$ cat src/rtl/uart_pkg.sv
// Shared UART definitions: receiver/transmitter state encodings, frame width and default bit period.
// Used by uart_rx (and uart_tx on the same clock domain).
package uart_pkg;

  localparam int DATA_BITS        = 8;
  localparam int CLKS_PER_BIT_DEF = 434;  // 50 MHz / 115200 baud

  typedef enum logic [2:0] {
    ST_IDLE   = 3'd0,
    ST_START  = 3'd1,
    ST_DATA   = 3'd2,
    ST_PARITY = 3'd3,
    ST_STOP   = 3'd4
  } uart_state_e;

  // Even parity bit over a data word: set when the word has an odd number of ones.
  function automatic logic even_parity(input logic [DATA_BITS-1:0] d);
    return ^d;
  endfunction

endpackage

$ cat src/rtl/uart_rx_sync.sv
// Two-flop synchroniser for the async serial line plus falling-edge detect.
// All flops reset to 1 so an idle line never looks like a start edge out of reset.
module uart_rx_sync
  import uart_pkg::*;
(
  input  logic clk,
  input  logic reset,
  input  logic rx_i,
  output logic rx_sync_o,
  output logic fall_o
);

  logic meta_q;
  logic sync_q;
  logic prev_q;

  always_ff @(posedge clk or posedge reset) begin
    if (reset) begin
      meta_q <= 1'b1;
      sync_q <= 1'b1;
      prev_q <= 1'b1;
    end else begin
      meta_q <= rx_i;
      sync_q <= meta_q;
      prev_q <= sync_q;
    end
  end

  // Only a 1 -> 0 transition counts; a line held low never retriggers.
  assign rx_sync_o = sync_q;
  assign fall_o    = prev_q & ~sync_q;

endmodule

$ cat src/rtl/uart_rx.sv
// 8N1 UART receiver: start-edge detect, mid-bit sampling, one-cycle valid/error strobes.
// Define UART_RX_PARITY_EN for 8E1 framing with an even-parity check before the stop bit.
module uart_rx
  import uart_pkg::*;
#(
  parameter int CLKS_PER_BIT = CLKS_PER_BIT_DEF
) (
  input  logic                 clk,
  input  logic                 reset,
  input  logic                 rx,
  output logic [DATA_BITS-1:0] rx_data,
  output logic                 rx_valid,
  output logic                 rx_busy,
  output logic                 frame_err,
  output logic                 parity_err
);

  localparam int CNT_W = $clog2(CLKS_PER_BIT);
  localparam int IDX_W = $clog2(DATA_BITS);
  localparam int HALF  = CLKS_PER_BIT / 2;

  localparam logic [CNT_W-1:0] HALF_M1  = CNT_W'(HALF - 1);
  localparam logic [CNT_W-1:0] BIT_LAST = CNT_W'(CLKS_PER_BIT - 1);
  localparam logic [IDX_W-1:0] IDX_LAST = IDX_W'(DATA_BITS - 1);

  logic line;
  logic fall;

  uart_rx_sync u_sync (
    .clk       (clk),
    .reset     (reset),
    .rx_i      (rx),
    .rx_sync_o (line),
    .fall_o    (fall)
  );

  uart_state_e          state_q,   state_d;
  logic [CNT_W-1:0]     cnt_q,     cnt_d;
  logic [IDX_W-1:0]     bit_idx_q, bit_idx_d;
  logic [DATA_BITS-1:0] shift_q,   shift_d;
  logic [DATA_BITS-1:0] data_q,    data_d;
  logic                 valid_q,   valid_d;
  logic                 ferr_q,    ferr_d;
`ifdef UART_RX_PARITY_EN
  logic                 par_q,     par_d;
  logic                 perr_q,    perr_d;
  logic                 par_bad;
`endif

  always_ff @(posedge clk or posedge reset) begin
    if (reset) begin
      state_q   <= ST_IDLE;
      cnt_q     <= '0;
      bit_idx_q <= '0;
      data_q    <= '0;
      valid_q   <= 1'b0;
      ferr_q    <= 1'b0;
`ifdef UART_RX_PARITY_EN
      perr_q    <= 1'b0;
`endif
    end else begin
      state_q   <= state_d;
      cnt_q     <= cnt_d;
      bit_idx_q <= bit_idx_d;
      data_q    <= data_d;
      valid_q   <= valid_d;
      ferr_q    <= ferr_d;
`ifdef UART_RX_PARITY_EN
      perr_q    <= perr_d;
`endif
    end
  end

  // Datapath only: contents are don't-care until a full frame has been shifted in.
  always_ff @(posedge clk) begin
    shift_q <= shift_d;
`ifdef UART_RX_PARITY_EN
    par_q   <= par_d;
`endif
  end

  always_comb begin
    state_d   = state_q;
    cnt_d     = cnt_q;
    bit_idx_d = bit_idx_q;
    shift_d   = shift_q;
    data_d    = data_q;
    valid_d   = 1'b0;
    ferr_d    = 1'b0;
`ifdef UART_RX_PARITY_EN
    par_d     = par_q;
    perr_d    = 1'b0;
    par_bad   = (par_q != even_parity(shift_q));
`endif

    unique case (state_q)
      ST_IDLE: begin
        if (fall) begin
          state_d = ST_START;
          cnt_d   = '0;
        end
      end

      // Half a bit in: a high line here means the edge was a glitch.
      ST_START: begin
        if (cnt_q == HALF_M1) begin
          cnt_d     = '0;
          bit_idx_d = '0;
          state_d   = line ? ST_IDLE : ST_DATA;
        end else begin
          cnt_d = cnt_q + 1'b1;
        end
      end

      ST_DATA: begin
        if (cnt_q == BIT_LAST) begin
          cnt_d   = '0;
          shift_d = {line, shift_q[DATA_BITS-1:1]};
          if (bit_idx_q == IDX_LAST) begin
`ifdef UART_RX_PARITY_EN
            state_d = ST_PARITY;
`else
            state_d = ST_STOP;
`endif
          end else begin
            bit_idx_d = bit_idx_q + 1'b1;
          end
        end else begin
          cnt_d = cnt_q + 1'b1;
        end
      end

`ifdef UART_RX_PARITY_EN
      ST_PARITY: begin
        if (cnt_q == BIT_LAST) begin
          cnt_d   = '0;
          par_d   = line;
          state_d = ST_STOP;
        end else begin
          cnt_d = cnt_q + 1'b1;
        end
      end
`endif

      // Strobes land on the same edge as the return to IDLE, so they never overlap busy.
      ST_STOP: begin
        if (cnt_q == BIT_LAST) begin
          cnt_d   = '0;
          state_d = ST_IDLE;
          ferr_d  = ~line;
`ifdef UART_RX_PARITY_EN
          perr_d  = par_bad;
          if (line && !par_bad) begin
`else
          if (line) begin
`endif
            valid_d = 1'b1;
            data_d  = shift_q;
          end
        end else begin
          cnt_d = cnt_q + 1'b1;
        end
      end

      default: begin
        state_d = ST_IDLE;
        cnt_d   = '0;
      end
    endcase
  end

  assign rx_data   = data_q;
  assign rx_valid  = valid_q;
  assign rx_busy   = (state_q != ST_IDLE);
  assign frame_err = ferr_q;
`ifdef UART_RX_PARITY_EN
  assign parity_err = perr_q;
`else
  assign parity_err = 1'b0;
`endif

endmodule

$ cat config.mk
export PLATFORM = sky130hd
export DESIGN_NAME = uart_rx
export DESIGN_NICKNAME = d
export VERILOG_FILES = /design/src/rtl/uart_pkg.sv /design/src/rtl/uart_rx_sync.sv /design/src/rtl/uart_rx.sv
export SDC_FILE = /design/constraint.sdc
export NUM_CORES = 1
export LEC_CHECK = 0
export ABC_AREA = 0
export BUFFER_PORTS_ARGS = -buffer_cell sky130_fd_sc_hd__buf_2
export CAP_MARGIN = 10
export CORE_UTILIZATION = 55
export DETAILED_ROUTE_END_ITERATION = 8
export PLACE_DENSITY = 0.75
export SYNTH_ARGS = -nofsm -noshare
export SYNTH_HDL_FRONTEND = slang
export SYNTH_SLANG_ARGS = --single-unit
$ cat constraint.sdc
create_clock -name clk -period 6.5 [get_ports clk]
set_input_delay 0.325 -clock clk [delete_from_list [all_inputs] [get_ports clk]]
set_output_delay 0.325 -clock clk [all_outputs]
set_load 0.1 [all_outputs]
# Word level (Yosys, flattened, before mapping)
# Index checks and enable logic that the tools add are counted.
# word_totals
register_bits	36
latch_bits	0
ram_bits	0
mem_bits_ro	0
input_bits	3
output_inout_bits	12
memories	0
# classes
addsub	2
mul	0
div	0
magnitude_cmp	0
n_eq_ne	12
shift	0
mux	20
bitwise_logic	2
n_reduce_logical	8
# op_table
operator	count
$mux 9	3
$pmux 9 s3	1
$mux 3	8
$ne 2x2->1 const B	6
$pmux 3 s4	1
$add 9x1->9 const B	1
$eq 9x8->1 const B	1
$eq 9x9->1 const B	1
$eq 3x3->1 const B	2
$pmux 3 s2	1
$mux 1	5
$reduce_and 5->1	1
$reduce_and 4->1	1
$add 3x1->3 const B	1
$eq 3x1->1 const B	1
$eq 3x2->1 const B	1
$logic_not 3->1	1
$reduce_and 3->1	1
$reduce_bool 3->1	1
$mux 2	1
$reduce_and 2->1	1
$reduce_bool 2->1	1
$reduce_or 2->1	1
$and 1x1->1	1
$not 1->1	1

# Logic depth before layout (Yosys ltp)
# depth
word_depth	4
depth_mapped	7
depth_no_buf	6

# By module
# A second synthesis with hierarchy kept.
# hier_totals
hier_cells	139
hier_area_um2	1646.6
# modules_own_cells
mod	n_inst	cells_each	area_per_inst_um2	seq_area_each_um2
uart_rx	1	134	1550.2	865.8
uart_rx_sync	1	5	96.3	78.8

# Worst setup path before layout
# No wires, ideal clock.
# synth_path
path_type	flip-flop to flip-flop
from	register state_q[0]
to	register state_q[1]
setup_ns	0.125
arrival_ns	2.279
required_ns	6.375
setup_slack_ns	4.096
path_stages_with_launch	6
n_path_buf	1
period_less_slack_ns	2.404
path_cell_list	dfrtp_1 -> or3_1 -> clkbuf_1 -> a21oi_2 -> nor4_1 -> mux2_2
# synth_via
elab_chain_cells	3
# synth_rtl
item	line_no	rtl
start, declared	uart_rx.sv:37	uart_state_e state_q, state_d;
start signal, assigned	uart_rx.sv:62	state_q <= state_d;
$eq 3x2->1, or another cell as far along	uart_rx.sv:96	unique case (state_q)
$ne 2x2->1 (no line)	n/a	
$reduce_and 5->1 (no line)	n/a	
# Several ways; a longest one is shown, not always the timed one.
# A chain may end at the register's enable or synchronous reset.

# Final worst setup path
# layout_path
from	register cnt_q[0]
to	register state_q[1]
# layout_via
elab_chain_cells	3
# layout_rtl
item	line_no	rtl
start, declared	uart_rx.sv:38	logic [CNT_W-1:0] cnt_q, cnt_d;
start signal, assigned	uart_rx.sv:63	cnt_q <= cnt_d;
$eq 9x9->1 / $eq 9x8->1 (equally long branches)	uart_rx.sv:116, uart_rx.sv:147, uart_rx.sv:106	
$ne 2x2->1 (no line)	n/a	
$reduce_and 5->1 (no line) (*)	n/a	
# Every way passes the cells marked *; elsewhere a longest branch is shown, timed or not.

==> flow_summary.toml <==
[outcome]
status = "completed"

[cells_and_area]
syn_to_final_growth_pct = 8.17
n_antenna_cell = 0
finalNetCount = 161
stdcell_count = 185
final.fill_count = 231
drive_above_1_share_pct = 26.0
layout_commonest_cell = "dfrtp_1"
final_cell_mix = "dfrtp_1, buf_2, nand2_1"

[setup_path]
start_kind = "flop"
critPathKind = "flop to flop"
endpoint = "state_q[1]"
rr_worst_depth = 6
required_ns = 6.71
path_max_fanout = 13
startpoint = "cnt_q[0]"
r2r_end = "state_q[1]"
r2r_start = "cnt_q[0]"
worstPathArrival_ns = 2.58
crit_path_end_kind = "flop"
ff2ff_setup_slack_ns = 4.13

[power_and_ir_drop]
p_per_area_nw_per_um2 = 308
leakagePower_nw = 0.800
p_seq_share_pct = 49.8
p_int_uw = 347
clockPowerShare_pct = 19.6
p_switching_uw = 199
sw_frac_of_total_pct = 36.5
ir_drop_uv = 257
p_comb_share_pct = 30.6

[grt]
grt-ovfl-total = 0
grt_max_degree = 29
grt_pass1_wl_mm = 4.76
groute.usage.overall_pct = 19.4
grt_pass1_vias = 1111
grt_antenna_before_repair = 0

[min_path]
min_path_type = "input port to flop"

[floorplan]
coreArea_um2 = 2780
io_pins = 15
num_rows = 19
initial_core_util_pct = 58.9
dieArea_um2 = 3200
die_h_um = 56.6
die_w_um = 56.6

[sta]
setup_viol = 0
max-slew-margin-rel_pct = 30.7
layout_setup_ws_ns = 4.13
worstMarginPinSlew_ns = 1.04
finalHoldViolCount = 0
fin_crit_ns = 2.37
fin_skew_ns = 0.0109
fmax_mhz = 422
final_max_slew_viol_count = 0
tns_ns = 0
post-route-period-util_pct = 36.5
rsz0062_at_grt = "false"

[clock_tree]
clockBufferDepth = 2
numClockSinks = 36
cts_root_buf = "clkbuf_4"
clkTransAtPathRegs_ns = 0.11
clock_latency_ns = 0.32
numCtsBuffers = 5
postCtsSetupBuffers = 0
cts_tree = "yes"
htree_levels = 2
cts_resized = 0
hold_buffers = 0

[yosys]
synth_compound_area_share_pct = 11.6
synthAdderAreaFrac_pct = 3.82
ys_ff_latch = 36
synth_top_area_cell = "dfrtp_1"
netlist.area_leader.share_pct = 38.2
synth-simple-area-share_pct = 15.4
ys_seq_area_share_pct = 57.7
muxShareOfSynthArea_pct = 7.79
netlist_area_um2 = 1640
synth_xor_area_share_pct = 0.535
syn_inst = 137
synth_ff_type = "dfrtp_1"
ys.warnings.count = 0
yosys-top-cells-area = "dfrtp_1, edfxtp_1, mux2_2"
async_flop_share_pct = 77.8
syn_nets = 145
synth_edf_count = 8
synth_top_family_by_area = "simple AND/OR/NAND/NOR gates"
ys_types = 44
synth_area_per_cell_um2 = 12.0

[routing]
firstDrtPassIters = 4
drcViolationCount = 0
routed_wl_mm = 2.68
postRouteAntennaNets = 0
wire_per_inst_um = 14.5
vias_per_cell = 5.82
via_count = 1076
drt_iter0_drc = 21

[placed_design]
globalplace.congestion = 0.878
pre_cts_slack_ns = 4.16
dp_cells = 177
hpwl_mm = 1.97
io_buffers = 13

[job]
drv_cap = 0
[cell families after synthesis]
kind of cell / Yosys count
xor gates and xnor gates: 1
DFF: 36
other: 1
adders and majority gates: 5
AOI/OAI and AO/OA: 28
buffers and inverters: 11
muxes: 11
and+or+nand+nor: 44
[layer usage]
metal  part of all wire (%)  up-vias  routed length, um  global-route usage [%]
li1                       -      531                  -                       -
met1                     44      515               1190                    22.3
met4                   0.45        0                 12                    8.36
met2                     51       28               1380                    33.4
met5                      0        -                  0                       0
met3                    3.8        2                101                    5.76
[cells in the mapped netlist, drive strengths merged (2+ instances only)]
cell type	instances
a21oi	4
a22o	2
and2	2
buf	3
dfrtp	25
dfstp	3
edfxtp	8
ha	5
inv	7
mux2	11
nand2	12
nand3	2
nor2	8
nor3	2
nor4	5
o211ai	5
o21ai	8
o22ai	2
o31ai	2
or3	2
[metrics by stage]
step | hold slack (ns) | power, mW | utilization (%) | instance area [um^2]
final | 0.0975 | 0.546 | 63.7 | 1770
after global routing | 0.0639 | 0.585 | 63.7 | 1770
after CTS | 0.0808 | 0.552 | 63.7 | 1770
after detailed placement | 0.347 | 0.444 | 61.9 | 1720
after global placement | 0.346 | 0.437 | 61.9 | 1720
after floorplan | 0.329 | 0.412 | - | 1640
[sequential cells by signal, summed over array words and instances, names as in the netlist]
signal	flops
bit_idx_q	3
u_sync.prev_q	1
u_sync.rx_sync_o	1
frame_err	1
cnt_q	9
rx_valid	1
rx_data	8
shift_q	8
state_q	3
u_sync.meta_q	1
[power groups by stage]
stage | Clock (mW) | Combinational (mW) | Sequential (mW)
2_1_floorplan | 0 | 0.142 | 0.270
3_3_place_gp | 0 | 0.163 | 0.274
3_5_place_dp | 0 | 0.167 | 0.276
4_1_cts | 0.112 | 0.169 | 0.272
5_1_grt | 0.122 | 0.188 | 0.275
6_report | 0.107 | 0.167 | 0.272
[area by class of cell]
cell class                      count  area [um^2]  area share, %
Inverter                            7         26.3           1.48
Tap cell                           31         38.8           2.19
Sequential cell                    36          945           53.3
Timing Repair Buffer               13         65.1           3.67
Clock inverter                      3         13.8          0.777
Multi-Input combinational cell     90          646           36.4
Clock buffer                        5         37.5           2.12
[critical path: stages (launching register included)]
cell and delay (ns):
dfrtp_1 0.46, inv_1 0.08, ha_1 0.13, or4b_1 0.43
o31a_1 0.44, nor4_1 0.35, mux2_2 0.37
[worst min-delay path by stage]
stage | startpoint | slack, ns | to | cells past startpoint
2_1_floorplan | rx | 0.33 | u_sync.meta_q | 0
3_3_place_gp | u_sync.meta_q | 0.35 | u_sync.rx_sync_o | 0
3_5_place_dp | u_sync.meta_q | 0.35 | u_sync.rx_sync_o | 0
4_1_cts | rx | 0.08 | u_sync.meta_q | 1
5_1_grt | rx | 0.06 | u_sync.meta_q | 1
6_report | rx | 0.1 | u_sync.meta_q | 1
No activity file was read; power rests on OpenSTA's default activity.
